File: config.mk
export PLATFORM = sky130hd
export DESIGN_NAME = pic_priority_engine
export DESIGN_NICKNAME = d
export VERILOG_FILES = /design/src/rtl/pic_priority_engine.sv
export SDC_FILE = /design/constraint.sdc
export NUM_CORES = 1
export LEC_CHECK = 0
export ABC_AREA = 1
export ABC_CLOCK_PERIOD_IN_PS = 6400
export BUFFER_PORTS_ARGS = -buffer_cell sky130_fd_sc_hd__buf_2
export CORE_ASPECT_RATIO = 0.6
export CORE_MARGIN = 4
export CORE_UTILIZATION = 59
export DETAILED_ROUTE_END_ITERATION = 8
export PLACE_DENSITY = 0.91
export SETUP_SLACK_MARGIN = 0.2
export SLEW_MARGIN = 20
export SYNTH_ARGS = -nofsm -noshare
export SYNTH_HDL_FRONTEND = slang
export SYNTH_SLANG_ARGS = --single-unit
File: constraint.sdc
create_clock -name clock -period 6.4 [get_ports clock]
set_input_delay 1.28 -clock clock [delete_from_list [all_inputs] [get_ports clock]]
set_output_delay 1.28 -clock clock [all_outputs]
set_load 0.005 [all_outputs]
File: src/rtl/pic_priority_engine.sv
// Registered 8259A-style priority engine with in-service tracking, rotation, the INTA
// handshake and EOI processing. Arbitration sees the ISR and pointer after any same-cycle EOI.
module pic_priority_engine #(
   parameter  int NUM_IRQ = 8,
   localparam int LEVEL_W = $clog2(NUM_IRQ)
) (
   input  logic               clock,
   input  logic               reset_n,
   input  logic [NUM_IRQ-1:0] irq_request,
   input  logic [NUM_IRQ-1:0] irq_mask,
   input  logic               special_mask_mode,
   input  logic               special_fully_nested,
   input  logic               auto_eoi_mode,
   input  logic               rotate_on_aeoi,
   input  logic               ack,
   input  logic               eoi_nonspecific,
   input  logic               eoi_specific,
   input  logic               eoi_rotate,
   input  logic               set_priority,
   input  logic [LEVEL_W-1:0] eoi_level,
   output logic               int_out,
   output logic [LEVEL_W-1:0] ack_level,
   output logic               ack_spurious,
   output logic [NUM_IRQ-1:0] ack_clear,
   output logic [NUM_IRQ-1:0] in_service,
   output logic [LEVEL_W-1:0] lowest_priority
);

   localparam logic [LEVEL_W-1:0] MAX_LEVEL = LEVEL_W'(NUM_IRQ - 1);

   typedef enum logic [1:0] {IDLE, PENDING, ACKED} state_t;

   typedef struct packed {
      logic               found;
      logic [LEVEL_W-1:0] level;
   } pick_t;

   state_t             state;
   pick_t              ns_pick;
   pick_t              win;
   logic               eoi_done;
   logic [LEVEL_W-1:0] eoi_target;
   logic [NUM_IRQ-1:0] isr_eoi;
   logic [LEVEL_W-1:0] ptr_eoi;
   logic [NUM_IRQ-1:0] candidates;
   logic [NUM_IRQ-1:0] blocking;
   logic [NUM_IRQ-1:0] win_onehot;

   // Scan from the highest level (pointer+1) downwards; power-of-two width makes the wrap free.
   function automatic pick_t first_set(input logic [NUM_IRQ-1:0] vec,
                                       input logic [LEVEL_W-1:0] ptr);
      pick_t              p;
      logic [LEVEL_W-1:0] lvl;
      p = '0;
      for (int i = 0; i < NUM_IRQ; i++) begin
         lvl = ptr + LEVEL_W'(i + 1);
         if (!p.found && vec[lvl]) begin
            p.found = 1'b1;
            p.level = lvl;
         end
      end
      return p;
   endfunction

   // Highest candidate above the first blocking level; SFNM also admits that level itself.
   function automatic pick_t arbitrate(input logic [NUM_IRQ-1:0] cand,
                                       input logic [NUM_IRQ-1:0] blk,
                                       input logic [LEVEL_W-1:0] ptr,
                                       input logic               sfnm);
      pick_t              p;
      logic               stop;
      logic [LEVEL_W-1:0] lvl;
      p    = '0;
      stop = 1'b0;
      for (int i = 0; i < NUM_IRQ; i++) begin
         lvl = ptr + LEVEL_W'(i + 1);
         if (!stop) begin
            if (blk[lvl]) begin
               stop = 1'b1;
               if (sfnm && cand[lvl]) begin
                  p.found = 1'b1;
                  p.level = lvl;
               end
            end else if (cand[lvl]) begin
               stop    = 1'b1;
               p.found = 1'b1;
               p.level = lvl;
            end
         end
      end
      return p;
   endfunction

   always_comb begin
      // NOTE: every signal assigned here gets a default first so no latch is inferred.
      ns_pick    = first_set(in_service, lowest_priority);
      eoi_done   = 1'b0;
      eoi_target = '0;
      isr_eoi    = in_service;
      ptr_eoi    = lowest_priority;

      if (eoi_specific) begin
         eoi_done   = 1'b1;
         eoi_target = eoi_level;
      end else if (eoi_nonspecific && ns_pick.found) begin
         eoi_done   = 1'b1;
         eoi_target = ns_pick.level;
      end
      if (eoi_done) isr_eoi[eoi_target] = 1'b0;

      if (set_priority) ptr_eoi = eoi_level;
      if (eoi_done && eoi_rotate) ptr_eoi = eoi_target;

      candidates = irq_request & ~irq_mask;
      blocking   = special_mask_mode ? (isr_eoi & ~irq_mask) : isr_eoi;
      win        = arbitrate(candidates, blocking, ptr_eoi, special_fully_nested);
      win_onehot = NUM_IRQ'(1) << win.level;
   end

   // NOTE: sequential state uses non-blocking assignments so every register sees pre-edge values.
   always_ff @(posedge clock or negedge reset_n) begin
      if (!reset_n) begin
         state           <= IDLE;
         int_out         <= 1'b0;
         ack_level       <= '0;
         ack_spurious    <= 1'b0;
         ack_clear       <= '0;
         in_service      <= '0;
         lowest_priority <= MAX_LEVEL;
      end else begin
         in_service      <= isr_eoi;
         lowest_priority <= ptr_eoi;
         ack_clear       <= '0;
         case (state)
            IDLE: begin
               if (ack) begin
                  ack_level    <= MAX_LEVEL;
                  ack_spurious <= 1'b1;
               end else if (win.found) begin
                  state   <= PENDING;
                  int_out <= 1'b1;
               end
            end
            PENDING: begin
               if (ack) begin
                  state   <= ACKED;
                  int_out <= 1'b0;
                  if (win.found) begin
                     ack_level    <= win.level;
                     ack_spurious <= 1'b0;
                     ack_clear    <= win_onehot;
                     if (!auto_eoi_mode) in_service <= isr_eoi | win_onehot;
                     else if (rotate_on_aeoi) lowest_priority <= win.level;
                  end else begin
                     ack_level    <= MAX_LEVEL;
                     ack_spurious <= 1'b1;
                  end
               end else if (!win.found) begin
                  state   <= IDLE;
                  int_out <= 1'b0;
               end
            end
            ACKED: state <= IDLE;
            default: begin
               state   <= IDLE;
               int_out <= 1'b0;
            end
         endcase
      end
   end

endmodule

==> results.py <==
metrics = {
    "yosys": {
        "seq_area_frac_synth_pct": 18.10,
        "syn_nets": 652,
        "ys_warn_count": 0,
        "yosysUniqueCellTypes": 47,
        "yosys_most_used_dff": "dfrtp_1",
        "synth_cells": 618,
        "synth_edf_count": 0,
        "synth-seq-cells": 26,
        "async_flop_share_pct": 100.0,
        "avgSynthCellArea_um2": 5.849,
        "netlist_area_mm2": 0.003615,
    },
    "cts": {
        "clock_latency_ns": 0.27,
        "numCtsBuffers": 3,
        "h-tree-depth": 1,
        "clk_pin_slew_ns": 0.09,
        "post_cts_buffers": 0,
        "cts_repair_resize_count": 0,
        "cts.sinks": 26,
        "ctsHoldBuffers": 0,
        "cts-root-buf": "clkbuf_8",
        "clockBufferDepth": 2,
        "cts_tree": "done",
    },
    "final_layout": {
        "layout.cells.non_filler": 743,
        "fin_nets": 698,
        "fillers": 515,
        "syn_to_final_growth_pct": 10.18,
        "drive_gt1_share_pct": 20.21,
        "multiInputGateArea_mm2": 0.002610,
        "seq_area_um2": 654.4,
        "n_antenna_cell": 0,
        "fin_area_mm2": 0.003983,
    },
    "worst_setup_path": {
        "r2r_setup_slack_ns": 0.77,
        "worstPathRequired_ns": 6.61,
        "worst_ep_arrival_time_ns": 5.84,
        "r2r-end": "in_service[7]$_DFF_PN0_",
        "reg2reg_depth": 33,
        "crit_slowest_cell": "dfstp_2",
        "startpoint_type": "register",
        "cp_common_cell": "nand2_1",
        "cp-end-kind": "register",
        "timing.rr.start": "lowest_priority[0]$_DFF_PN1_",
        "path_class": "register to register",
        "path_max_fanout": 19,
        "slowest_delay_ns": 0.68,
    },
    "sta": {
        "relSlewSlack_pct": 61.96,
        "min_period_over_period_pct": 87.98,
        "setup_viol": 0,
        "hold_viol": 0,
        "drv_slew": 0,
        "fin_ws_ns": 0.7692,
        "rsz0062_at_grt": "false",
        "max_freq_ghz": 0.1776,
        "fin_skew_ns": 0.005312,
        "period_needed_ns": 5.631,
        "tightest_slew_ns": 0.5684,
        "fin_tns_setup_ns": 0,
    },
    "detailed_routing": {
        "drtIter0Drc": 691,
        "route.met3.wl_mm": 1.803,
        "via_count": 4325,
        "final_antenna_net_count": 0,
        "dr.pass1.iters": 8,
        "routed_via_density": 5.821,
        "drt_drc_violations_left": 0,
        "topRoutingLayerUsed": "met4",
        "drt-wirelength-per-cell_um": 15.15,
        "routed_wirelength_mm": 11.26,
        "routedLengthMet1_mm": 5.147,
        "wl_met2_mm": 4.242,
    },
    "worst_hold_path": {
        "hold_path.class": "register to register",
        "min-delay-start": "ack_spurious$_DFFE_PN0P_",
        "holdPathStages": 2,
        "whs_endpoint": "ack_spurious$_DFFE_PN0P_",
    },
    "flow_run": {
        "maxCapViolations": 0,
    },
    "power": {
        "leakagePower_nw": 2.166,
        "peakVddDrop_v": 0.0003255,
        "total_power_mw": 2.392,
        "power.density_mw_per_mm2": 600.7,
    },
    "grt": {
        "antenna_found_initial": 0,
        "grt_pass1_vias": 3835,
        "grt_max_degree": 27,
        "grt-ovfl-total": 0,
        "grt.total_usage_pct": 31.19,
        "grt_pass1_wl_mm": 18.39,
    },
    "placement": {
        "placed_area_mm2": 0.003881,
        "hpwlAfterDp_mm": 9.128,
        "place_inst": 739,
        "gp_congestion": 1.082,
        "io_buffer_count": 53,
        "preCtsSetupSlack_ns": 0.6179,
    },
    "floorplan": {
        "ioPinCount": 54,
        "dieWidth_um": 109.1,
        "start_util_pct": 62.82,
        "dieArea_mm2": 0.007484,
        "rows": 21,
        "die_h_um": 68.63,
        "core_area_mm2": 0.005754,
    },
    "status": {
        "outcome": "complete, no violations",
    },
}
[synthesized netlist by cell type, drive strengths merged, types with 3 or more instances]
cell type | number | area share [%]
dfrtp | 23 | 16
inv | 68 | 7.1
a21oi | 20 | 3.0
nand4 | 22 | 4.8
nor2 | 55 | 7.4
buf | 11 | 2.8
nand2 | 244 | 28
clkbuf | 3 | 0.31
ha | 4 | 1.4
xor2 | 4 | 1.9
dfstp | 3 | 2.2
o21ai | 24 | 4.0
nand3 | 119 | 18
o211ai | 3 | 0.62
nor3 | 3 | 0.55
[state kept, by name, indices dropped and copies added, names as in the netlist]
signal / count
ack_clear: 8
in_service: 8
ack_level: 3
lowest_priority: 3
state: 2
ack_spurious: 1
int_out: 1
[metal layers]
metal	GRT usage [%]	vias to the layer above
li1	-	2099
met1	47.35	1889
met2	44.50	327
met3	8.837	10
met4	3.780	0
met5	0	-
[logic make-up after synthesis]
group | share of synthesized area [%]
buffers and inverters | 10.52
AND/OR/NAND/NOR | 59.09
XOR/XNOR | 2.389
adder cells (fa/ha/maj) | 1.662
AO/OA/AOI/OAI | 8.239
flip-flops | 18.10
[metrics by stage]
stage,hold WS (ns),util [%]
2_1_floorplan,0.4904,-
3_3_place_gp,0.5040,67.45
3_5_place_dp,0.5159,67.45
4_1_cts,0.5469,68.69
5_1_grt,0.5962,69.21
6_report,0.5450,69.21
[area by class of cell]
type | count | share of cell area [%]
Sequential cell | 26 | 16.43
Timing Repair Buffer | 55 | 7.037
Clock inverter | 1 | 0.7540
Inverter | 70 | 6.692
Tap cell | 80 | 2.513
Clock buffer | 3 | 1.037
Multi-Input combinational cell | 508 | 65.54
[worst max-delay path by stage]
stage          slack, ns  cells after the start                          from                            to
2_1_floorplan       1.56                     35  lowest_priority[1]$_DFF_PN1_       in_service[0]$_DFF_PN0_
3_3_place_gp        0.67                     33  lowest_priority[0]$_DFF_PN1_        ack_clear[7]$_DFF_PN0_
3_5_place_dp        0.62                     31  lowest_priority[0]$_DFF_PN1_  lowest_priority[2]$_DFF_PN1_
4_1_cts             0.62                     33  lowest_priority[0]$_DFF_PN1_       in_service[7]$_DFF_PN0_
5_1_grt             0.17                     33  lowest_priority[0]$_DFF_PN1_       in_service[7]$_DFF_PN0_
6_report            0.77                     33  lowest_priority[0]$_DFF_PN1_       in_service[7]$_DFF_PN0_
[power breakdown]
group / leakage [nW] / total [mW] / internal, mW / switching [mW]
Combinational: 1.80 / 1.96 / 0.601 / 1.36
Clock: 0.0357 / 0.135 / 0.0837 / 0.0509
Sequential: 0.330 / 0.294 / 0.218 / 0.0768
[worst max-delay path, delay by kind of cell (launching register included)]
family	cells	cell delay [ns]
simple gates	26	3.15
fa+ha+maj	2	0.77
buf+inv	4	0.74
flops	1	0.68
xor+xnor	1	0.23
[cell usage in the layout (no fill, tap or decap), types with 3 or more instances in the layout]
cell type  synthesis  routed
nand3_2            9       9
o21ai_1            7       7
clkbuf_8           0       3
dfrtp_1           23      23
ha_1               4       3
inv_1             55      55
o21ai_0           12      12
o211ai_1           3       3
nand4_1           19      19
a21oi_1           18      18
nor2_1            46      46
nand2_1          222     221
buf_2              1      53
nor2_2             3       3
nor2_4             5       5
inv_2             12      12
nand2_4            5       5
o21ai_2            4       3
nand2_2           17      18
dfstp_2            3       3
nand3_1          109     109
No activity file was read; power rests on OpenSTA's default activity.
